==> config.mk <==
export PLATFORM = sky130hd
export DESIGN_NAME = alu_result_stage
export DESIGN_NICKNAME = d
export VERILOG_FILES = /design/src/rtl/alu_result_stage.sv
export SDC_FILE = /design/constraint.sdc
export NUM_CORES = 1
export LEC_CHECK = 0
export CAP_MARGIN = 15
export CORE_ASPECT_RATIO = 2
export CORE_MARGIN = 2
export CORE_UTILIZATION = 35
export DETAILED_ROUTE_END_ITERATION = 6
export GPL_ROUTABILITY_DRIVEN = 0
export PLACE_DENSITY = 0.59
export SLEW_MARGIN = 25
export SYNTH_ARGS = -nofsm -noshare
export SYNTH_HDL_FRONTEND = slang
export SYNTH_SLANG_ARGS = --single-unit
==> constraint.sdc <==
create_clock -name clock -period 11.7 [get_ports clock]
set_clock_uncertainty 0.15 [all_clocks]
set_input_delay 2.34 -clock clock [delete_from_list [all_inputs] [get_ports clock]]
set_output_delay 2.34 -clock clock [all_outputs]
set_load 0.01 [all_outputs]
==> src/rtl/alu_result_stage.sv <==
// ALU result stage: 2-entry result FIFO that serialises 64-bit RZ values
// into 32-bit beats (two beats for MUL/DIV results, one beat otherwise).
module alu_result_stage #(
  parameter logic [4:0] MUL_CODE = 5'b00010,
  parameter logic [4:0] DIV_CODE = 5'b00011
) (
  input  logic        clock,
  input  logic        clear,
  input  logic        in_valid,
  output logic        in_ready,
  input  logic [4:0]  in_opcode,
  input  logic [63:0] in_rz,
  output logic        out_valid,
  input  logic        out_ready,
  output logic [31:0] out_data,
  output logic        out_hi,
  output logic        out_last,
  output logic [1:0]  count
);

  typedef struct packed {
    logic [4:0]  op;
    logic [63:0] rz;
  } entry_t;

  entry_t     mem_q [2];
  entry_t     head;
  logic       wr_ptr_q, wr_ptr_d;
  logic       rd_ptr_q, rd_ptr_d;
  logic       hi_q, hi_d;
  logic [1:0] cnt_q, cnt_d;
  logic       two_beat;
  logic       push, pop, hs;

  assign in_ready  = (cnt_q != 2'd2);
  assign out_valid = (cnt_q != 2'd0);
  assign count     = cnt_q;

  assign head     = mem_q[rd_ptr_q];
  assign two_beat = (head.op == MUL_CODE) || (head.op == DIV_CODE);

  always_comb begin
    out_data = 32'h0;
    out_hi   = 1'b0;
    out_last = 1'b0;
    if (out_valid) begin
      out_hi   = hi_q;
      out_last = hi_q | ~two_beat;
      out_data = hi_q ? head.rz[63:32] : head.rz[31:0];
    end
  end

  assign push = in_valid & in_ready;
  assign hs   = out_valid & out_ready;
  assign pop  = hs & out_last;

  always_comb begin
    wr_ptr_d = wr_ptr_q;
    rd_ptr_d = rd_ptr_q;
    hi_d     = hi_q;
    cnt_d    = cnt_q;
    if (push) wr_ptr_d = ~wr_ptr_q;
    if (pop)  rd_ptr_d = ~rd_ptr_q;
    if (hs)   hi_d     = ~out_last;
    unique case ({push, pop})
      2'b10:   cnt_d = cnt_q + 2'd1;
      2'b01:   cnt_d = cnt_q - 2'd1;
      default: cnt_d = cnt_q;
    endcase
  end

  always_ff @(posedge clock) begin
    if (clear) begin
      wr_ptr_q <= 1'b0;
      rd_ptr_q <= 1'b0;
      hi_q     <= 1'b0;
      cnt_q    <= 2'd0;
    end else begin
      wr_ptr_q <= wr_ptr_d;
      rd_ptr_q <= rd_ptr_d;
      hi_q     <= hi_d;
      cnt_q    <= cnt_d;
    end
  end

  // Storage is left unreset; only occupancy decides what is visible.
  always_ff @(posedge clock) begin
    if (push) mem_q[wr_ptr_q] <= {in_opcode, in_rz};
  end

endmodule

==> impl_metrics.csv, run 1 <==
group,metric,value,unit
pwr,comb_power_share,26.8,%
sta,setup_viol,0,
synth,synthDistinctLibCells,25,
worst_setup_path,rrSetupSlack,9.06,ns
worst_setup_path,worst_ep_arrival_time,2.85,ns
sta,finalHoldViolations,0,
worst_setup_path,r2r.worst_path.cells,4,
synth,post-synth-top-count-cell,"edfxtp_1",
worst_setup_path,end_kind,"output pin",
clock_network,clock_latency,0.41,ns
min_path,hold_end,"count[1]",
route,drtIter0Drc,128,
pwr,seqPwrFrac,40.1,%
grt,antenna_found_initial,0,
route,route.detailed.drc,0,
route,num_vias,2720,
finish,register_area,0.00421,mm2
finish,n_antenna_cell,0,
clock_network,ctsHoldBuffers,0,
clock_network,cts_resized,0,
floorplanning,ios,111,
route,finalWirelength,10.4,mm
synth,synthCells,247,
sta,rsz0062_at_grt,"false",
grt,grt_pass1_wl,16.1,mm
route,viasPerCell,4.73,
sta,slew_violations,0,
finish,fill_cells,1294,
grt,grt.overflow.total,0,
grt,grt_max_degree,69,
worst_setup_path,r2r-end,"mem_q[0][68]",
synth,yosys-top-cells-area,"edfxtp_1 (76%), mux4_2 (13%), and2_1 (3.9%), dfxtp_1 (2.2%), mux2_4 (0.56%)",
synth,synth_edf_count,136,
pwr,intPower,1310,uW
placed_design,place_area,0.00670,mm2
finish,drive_gt1_share,19.1,%
synth,postSynth.asyncResetShare,0,%
finish,syn_to_final_growth,35.9,%
clock_network,post_cts_buffers,0,
synth,synth_area_leader_cell,"edfxtp_1",
worst_setup_path,crit_type,"reg2out",
finish,fin_cells,575,
clock_network,h-tree-depth,4,
worst_setup_path,startpoint_type,"flip-flop",
worst_setup_path,required,9.21,ns
synth,synth-seq-cells,142,
min_path,hold_depth,2,
finish,postLayoutCellArea,0.00735,mm2
sta,worst_pin_slew,0.986,ns
sta,fin_crit,5.34,ns
synth,synth-seq-area-share,77.8,%
clock_network,cts_buffer_depth,2,
route,wl_per_cell,18.0,um
status,status,"complete, no violations",
floorplanning,start_util,35.5,%
worst_setup_path,r2r_start,"count[0]",
clock_network,cts_tree,"built",
pwr,p_per_area,241,mW/mm2
finish,nNetsFinal,438,
floorplanning,die_y,180,um
floorplanning,die_w,91.9,um
route,drt_pass1_iterations,4,
floorplanning,coreArea,0.0152,mm2
synth,synth_top_area_share,75.6,%
sta,worst_slew_margin_rel,34.3,%
synth,ys.warnings.count,0,
synth,synth_nets,321,
synth,synth_ff_type,"edfxtp_1",
min_path,worstHoldPathType,"reg2reg",
floorplanning,die_area,0.0165,mm2
placed_design,numPortBuffers,109,
pwr,power_switching,462,uW
min_path,min_from,"count[1]",
sta,fmax,187,MHz
synth,synthesis.area,0.00541,mm2
pwr,power.total,1770,uW
worst_setup_path,critPathMaxFanout,18,
finish,multiInputGateArea,0.00114,mm2
pwr,clock_power_share,33.1,%
placed_design,placedCellCount,543,
grt,first_global_vias,3048,
grt,grt_usage,13.3,%
sta,period_share,45.6,%
clock_network,clock_sinks,142,
run,timing.max_cap.violations,0,
clock_network,cts_buffers,17,
pwr,vdd_drop_max,0.000127,V
floorplanning,rows,64,
synth,synth_top_cells_by_count,"edfxtp_1 (136), and2_1 (34), mux4_2 (32), clkbuf_1 (7)",
pwr,leakage,0.00240,uW
clock_network,cts-root-buf,"clkbuf_16",
clock_network,clkSlewWorstSetupHoldPaths,0.06,ns
sta,fin_tns_setup,0,ns
route,postRouteAntennaNets,0,
pwr,netSwitchingFraction,26.1,%
placed_design,dpl.hpwl,6.49,mm
synth,syn_avg_cell_area,21.9,um2
[per-stage QoR]
step | setup slack (ns) | util [%] | hold WS (ns)
after CTS | 6.24 | 48.3 | 0.416
after detailed placement | 6.70 | 44.1 | 0.401
after floorplan | 5.78 | - | 0.343
final | 6.36 | 48.3 | 0.414
after global placement | 6.65 | 44.0 | 0.356
after global routing | 6.15 | 48.3 | 0.437
[how the worst max path moves through the flow]
| stage | from | end | slack [ns] |
|---|---|---|---|
| detailed placement | flip-flop | out_data[30] | 6.70 |
| floorplan | in_valid | mem_q[0][0] | 5.78 |
| finish | flip-flop | out_data[24] | 6.36 |
| global route | flip-flop | out_data[20] | 6.15 |
| CTS | flip-flop | out_data[30] | 6.24 |
| global placement | flip-flop | out_data[30] | 6.65 |
[cell usage in the layout (no fill, tap or decap), types with 2 or more instances in the layout]
cell type and n:
nor2_1 5, clkbuf_16 17, edfxtp_1 136, dfxtp_1 4, xor2_1 2, a21oi_1 2, mux2_4 2, bufinv_16 5
clkinvlp_4 3, buf_4 2, clkinv_4 3, and2_1 34, clkdlybuf4s50_1 109, mux4_2 32
[sequential cells by signal, indices dropped and copies added (netlist names), named ones only]
register  flops
wr_ptr_q      1
count         2
hi_q          1
mem_q       136
rd_ptr_q      1
[critical path, stage by stage (launching register included)]
cell,delay [ns]
dfxtp_2,0.72
buf_4,0.47
mux4_2,0.54
and2_1,0.16
clkdlybuf4s50_1,0.51
[layer usage]
layer,wire (um),global-route usage [%]
met5,0,0
met4,401,8.72
met3,347,3.10
met2,5820,23.8
met1,3790,13.5
[cell type report]
class / count / share of cell area [%]
clock inverters: 14 / 2.95
flip-flops and latches: 142 / 57.3
clock buffers: 18 / 5.84
repair buffers: 111 / 15.1
well taps: 198 / 3.37
multi-input cells: 92 / 15.5
[cells by family (layout without fill, tap and decap cells)]
kind of cell	Yosys count	count (layout)	share of synthesized area, %
XOR/XNOR	3	3	0.486
buffers and inverters	13	143	1.37
AND/OR/NAND/NOR	50	50	5.83
adder cells (fa/ha/maj)	1	1	0.231
multiplexers	34	34	13.9
AO/OA/AOI/OAI	4	4	0.417
flip-flops	142	142	77.8
[power by group through the flow]
stage	sequential [uW]	clock, uW	combinational, uW
2_1_floorplan	690	0	286
3_3_place_gp	717	0	484
3_5_place_dp	723	0	486
4_1_cts	713	599	488
5_1_grt	720	619	511
6_report	709	586	474
Note: power is estimated with default switching activity, not from simulation.
==> run 2, diff against run 1 <==
Settings changed: PLACE_DENSITY 0.59 to 0.61.
Clock period 11.7 ns to 4.8 ns, I/O delays scaled along.
==> run 2 against run 1 <==
Net effect: non-clock buffer count up 1; via count shrank 0.88%; cell count is 0.35% higher; final area shrank 0.70%; register-to-register slack got worse by 7.0 ns; die area unchanged; flip-flop and latch count did not move; count of clock-buffer cells in the layout up 1; global-route usage fell by 0.092 points; first-iteration DRC count up 1.6%.
==> impl_metrics.csv, run 2 (same netlist as run 1, synthesis figures left out) <==
group,metric,value,unit
worst_setup_path,end_kind,"output pin",
route,num_vias,2696,
worst_setup_path,crit_type,"reg2out",
pwr,power_switching,1110,uW
finish,nNetsFinal,439,
grt,grt_max_degree,69,
finish,register_area,0.00421,mm2
min_path,hold_depth,2,
route,route.detailed.drc,0,
pwr,p_per_area,569,mW/mm2
floorplanning,die_w,91.9,um
route,drt_pass1_iterations,4,
sta,worst_pin_slew,1.00,ns
worst_setup_path,r2r-end,"count[1]",
floorplanning,coreArea,0.0152,mm2
finish,postLayoutCellArea,0.00730,mm2
sta,fin_tns_setup,0,ns
worst_setup_path,worst_ep_arrival_time,2.69,ns
sta,finalHoldViolations,0,
placed_design,dpl.hpwl,6.58,mm
finish,syn_to_final_growth,35.0,%
sta,worst_slew_margin_rel,33.1,%
sta,setup_viol,0,
floorplanning,die_area,0.0165,mm2
grt,busiest_layer,"met2",
pwr,vdd_drop_max,0.000290,V
worst_setup_path,cpPeakStageDelay,0.83,ns
min_path,worstHoldPathType,"reg2reg",
finish,largest_register_ff_count,136,
status,status,"complete, no violations",
floorplanning,ios,111,
grt,antenna_found_initial,1,
clock_network,cts_buffer_depth,2,
placed_design,place_area,0.00672,mm2
sta,fin_crit,3.80,ns
placed_design,numPortBuffers,109,
worst_setup_path,cp_cell_sequence,"buf_12 -> mux4_2 -> and2_1 -> clkdlybuf4s50_1",
worst_setup_path,required,3.69,ns
floorplanning,start_util,35.5,%
finish,regMostFlops,"mem_q",
finish,fill_cells,1300,
grt,grt_pass1_wl,16.0,mm
worst_setup_path,path_buf_inv,2,
min_path,hold_end,"count[1]",
clock_network,clock_latency,0.41,ns
worst_setup_path,r2r_start,"hi_q",
sta,rsz0062_at_grt,"false",
pwr,clock_power_share,30.2,%
pwr,intPower,3040,uW
pwr,leakage,0.00237,uW
run,timing.max_cap.violations,0,
clock_network,clkSlewWorstSetupHoldPaths,0.06,ns
grt,grt.overflow.total,0,
floorplanning,die_y,180,um
clock_network,ctsHoldBuffers,0,
worst_setup_path,rrSetupSlack,2.04,ns
route,viasPerCell,4.67,
grt,grt_util_met3,3.69,%
route,drtIter0Drc,130,
floorplanning,rows,64,
route,postRouteAntennaNets,0,
finish,drive_gt1_share,19.0,%
clock_network,h-tree-depth,4,
clock_network,cts-root-buf,"clkbuf_16",
finish,mostFrequentLayoutCells,"edfxtp_1 (136), clkdlybuf4s50_1 (109), and2_1 (34), mux4_2 (32), clkbuf_16 (17)",
worst_setup_path,crit_slowest_cell,"dfxtp_2",
sta,period_share,79.3,%
worst_setup_path,r2r.worst_path.cells,6,
pwr,seqPwrFrac,41.7,%
min_path,min_from,"count[1]",
sta,fmax,263,MHz
grt,grtUsageMet1,12.3,%
clock_network,cts_resized,0,
clock_network,post_cts_buffers,0,
route,finalWirelength,10.2,mm
sta,slew_violations,0,
clock_network,clock_sinks,142,
clock_network,cts_buffers,17,
grt,first_global_vias,3091,
pwr,netSwitchingFraction,26.7,%
worst_setup_path,cp_top_family,"flip-flops",
route,wl_per_cell,17.7,um
clock_network,cts_tree,"built",
grt,use_met2,24.7,%
worst_setup_path,critPathMaxFanout,20,
grt,grt_usage,13.2,%
finish,layout_commonest_cell,"edfxtp_1",
pwr,comb_power_share,28.1,%
finish,multiInputGateArea,0.00114,mm2
worst_setup_path,startpoint_type,"flip-flop",
[run 2: changes by cell type in the layout (fill, tap and decap cells not counted)]
cell	before	now
clkinv_4	3	2
diode_2	0	1
inv_6	1	2
dfxtp_4	1	0
buf_12	0	1
bufinv_16	5	2
clkinvlp_4	3	5
clkbuf_1	1	2
dfxtp_2	1	2
[run 2: worst max path at each step]
stage / start / to / slack (ns) / cells past startpoint
2_1_floorplan: in_valid / mem_q[0][0] / 0.26 / 2
3_3_place_gp: flip-flop / out_data[30] / 1.33 / 4
3_5_place_dp: flip-flop / out_data[30] / 1.34 / 4
4_1_cts: flip-flop / out_data[30] / 0.88 / 4
5_1_grt: flip-flop / out_data[19] / 0.80 / 4
6_report: flip-flop / out_data[19] / 1.0 / 4
[run 2: worst min-delay path: stages (launching register included)]
cell	delay, ns
dfxtp_1	0.33
o21ai_0	0.09
a21oi_1	0.08
[run 2: layer usage]
metal | vias up | part of all wire [%]
li1 | 1233 | -
met1 | 1374 | 35
met2 | 74 | 58
met3 | 15 | 4.0
met4 | 0 | 3.4
met5 | - | 0
[run 2: layout make-up]
| cell class | instances | area share [%] |
|---|---|---|
| Sequential cell | 142 | 57.6 |
| Clock inverter | 13 | 1.94 |
| Antenna cell | 1 | 0.0343 |
| Timing Repair Buffer | 112 | 15.4 |
| Clock buffer | 19 | 5.93 |
| Tap cell | 198 | 3.40 |
| Multi-Input combinational cell | 92 | 15.6 |
[run 2: power by group through the flow]
stage                     clock network, uW  registers, uW  logic [uW]
after floorplan                           0           1680         698
after global placement                    0           1750        1180
after detailed placement                  0           1770        1190
after CTS                              1290           1740        1200
after global routing                   1340           1760        1250
final                                  1250           1730        1160
[run 2: stage by stage]
stage          total power, uW  hold slack (ns)  utilization [%]  cells  setup WS, ns
3_3_place_gp              2930            0.348             44.2    544          1.33
3_5_place_dp              2960            0.401             44.2    544          1.34
4_1_cts                   4220            0.409             47.9    576         0.881
6_report                  4150            0.399             48.0    577         0.996
5_1_grt                   4350            0.425             48.0    577         0.804
2_1_floorplan             2380            0.343                -    247         0.260
==> run 3, diff against run 2 <==
Settings changed: PLACE_DENSITY 0.61 to 0.59.
Clock period 4.8 ns to 3.57 ns, I/O delays scaled along.
==> run 3 against run 2 <==
Net effect: hold slack lost 0.040 ns; sequential power grew 28%; first-iteration DRC count shrank 5.4%; critical path depth is the same; flip-flop and latch count is the same; die area is the same; wire length is the same; sequential share of layout area shrank 0.48 points; critical path type unchanged; critical endpoint is now out_data[30]; largest cell class unchanged.
==> impl_metrics.csv, run 3 (same netlist as run 1, synthesis figures left out) <==
group,metric,value,unit
status,status,"complete, no violations",
worst_setup_path,required,2.71,ns
floorplanning,ios,111,
run,timing.max_cap.violations,0,
route,postRouteAntennaNets,0,
finish,post-route-util,48.4,%
clock_network,clock_sinks,142,
sta,finalHoldViolations,0,
worst_setup_path,critPathMaxFanout,18,
floorplanning,coreArea,0.0152,mm2
sta,fmax,315,MHz
placed_design,place_area,0.00676,mm2
clock_network,cts_tree,"built",
worst_setup_path,r2r_start,"count[0]",
finish,postLayoutCellArea,0.00736,mm2
pwr,p_per_area,770,mW/mm2
sta,rsz0062_at_grt,"false",
route,viasPerCell,4.65,
clock_network,cts-root-buf,"clkbuf_16",
worst_setup_path,end_kind,"output pin",
finish,syn_to_final_growth,36.1,%
finish,drive_gt1_share,20.6,%
clock_network,clock_latency,0.41,ns
worst_setup_path,cp.depth,4,
route,drtIter0Drc,123,
grt,grt_usage,13.1,%
route,wl_per_cell,17.6,um
floorplanning,die_y,180,um
worst_setup_path,crit_slowest_cell,"mux4_2",
grt,antenna_found_initial,0,
min_path,min_from,"count[1]",
finish,regMostFlops,"mem_q",
route,route.detailed.drc,0,
placed_design,numPortBuffers,109,
sta,worst_pin_slew,0.684,ns
finish,largest_register_ff_count,136,
clock_network,cts_buffers,17,
route,finalWirelength,10.2,mm
clock_network,post_cts_buffers,0,
clock_network,ctsHoldBuffers,0,
floorplanning,start_util,35.5,%
clock_network,cts_buffer_depth,2,
sta,fin_crit,3.18,ns
placed_design,dpl.hpwl,6.70,mm
worst_setup_path,crit_type,"reg2out",
clock_network,clkSlewWorstSetupHoldPaths,0.06,ns
worst_setup_path,path_buf_inv,2,
sta,setup_viol,0,
finish,n_antenna_cell,0,
worst_setup_path,worst_ep_arrival_time,2.31,ns
worst_setup_path,cpPeakStageDelay,0.55,ns
sta,slew_violations,0,
worst_setup_path,cp_cell_sequence,"buf_4 -> mux4_2 -> and2_1 -> clkdlybuf4s50_1",
floorplanning,rows,64,
min_path,worstHoldPathType,"reg2reg",
clock_network,cts_resized,0,
floorplanning,die_area,0.0165,mm2
finish,layout_commonest_cell,"edfxtp_1",
worst_setup_path,cp_top_family,"buffers and inverters",
pwr,leakage,0.00242,uW
grt,grt_max_degree,37,
worst_setup_path,startpoint_type,"flip-flop",
grt,first_global_vias,3037,
worst_setup_path,r2r.worst_path.cells,6,
sta,worst_slew_margin_rel,54.4,%
sta,period_share,89.0,%
pwr,power.total,5670,uW
floorplanning,die_w,91.9,um
finish,mostFrequentLayoutCells,"edfxtp_1 (136), clkdlybuf4s50_1 (109), and2_1 (34), mux4_2 (32), clkbuf_16 (17)",
sta,fin_tns_setup,0,ns
route,drt_pass1_iterations,4,
route,num_vias,2701,
grt,grt.overflow.total,0,
grt,grt_pass1_wl,15.9,mm
pwr,vdd_drop_max,0.000368,V
min_path,hold_depth,2,
clock_network,h-tree-depth,4,
finish,nNetsFinal,444,
-- run 3: power breakdown --
group | leakage [uW] | internal, uW | switching (uW) | total [uW]
clock network | 0.000293 | 1050 | 703 | 1760
logic | 0.000807 | 921 | 765 | 1690
registers | 0.00132 | 2150 | 71.6 | 2220
-- run 3: final cells by class --
class	instances	area, um2
fillers	1298	7860
flip-flops and latches	142	4210
well taps	198	248
multi-input cells	92	1140
repair buffers	117	1160
clock buffers	17	425
clock inverters	15	175
-- run 3: path summary, 6_finish.rpt --
path	endpoint	slack (ns)
worst min-delay path	count[1]	0.36
worst max-delay path	out_data[30]	0.39
worst max register to register	count[1]	1.04
worst min register to register	count[1]	0.36
-- run 3: per-layer routing --
layer	share of wire (%)	vias up	GRT usage [%]
li1	-	1247	-
met1	37	1380	13.1
met2	59	65	24.4
met3	3.5	9	3.56
met4	1.3	0	6.33
met5	0	-	0
-- run 3: worst reg2reg max path: cells and delay by family, from the launching register on --
family,cells,cell delay [ns]
buf+inv,1,0.23
simple gates,3,1.23
fa+ha+maj,1,0.31
flops,1,0.41
compound gates,1,0.14
-- run 3: per-stage QoR --
step | std cells | hold slack [ns] | setup slack, ns
global route | 581 | 0.385 | 0.259
CTS | 581 | 0.370 | 0.334
detailed placement | 549 | 0.361 | 0.787
finish | 581 | 0.359 | 0.391
floorplan | 247 | 0.362 | 0.414
global placement | 549 | 0.354 | 0.784
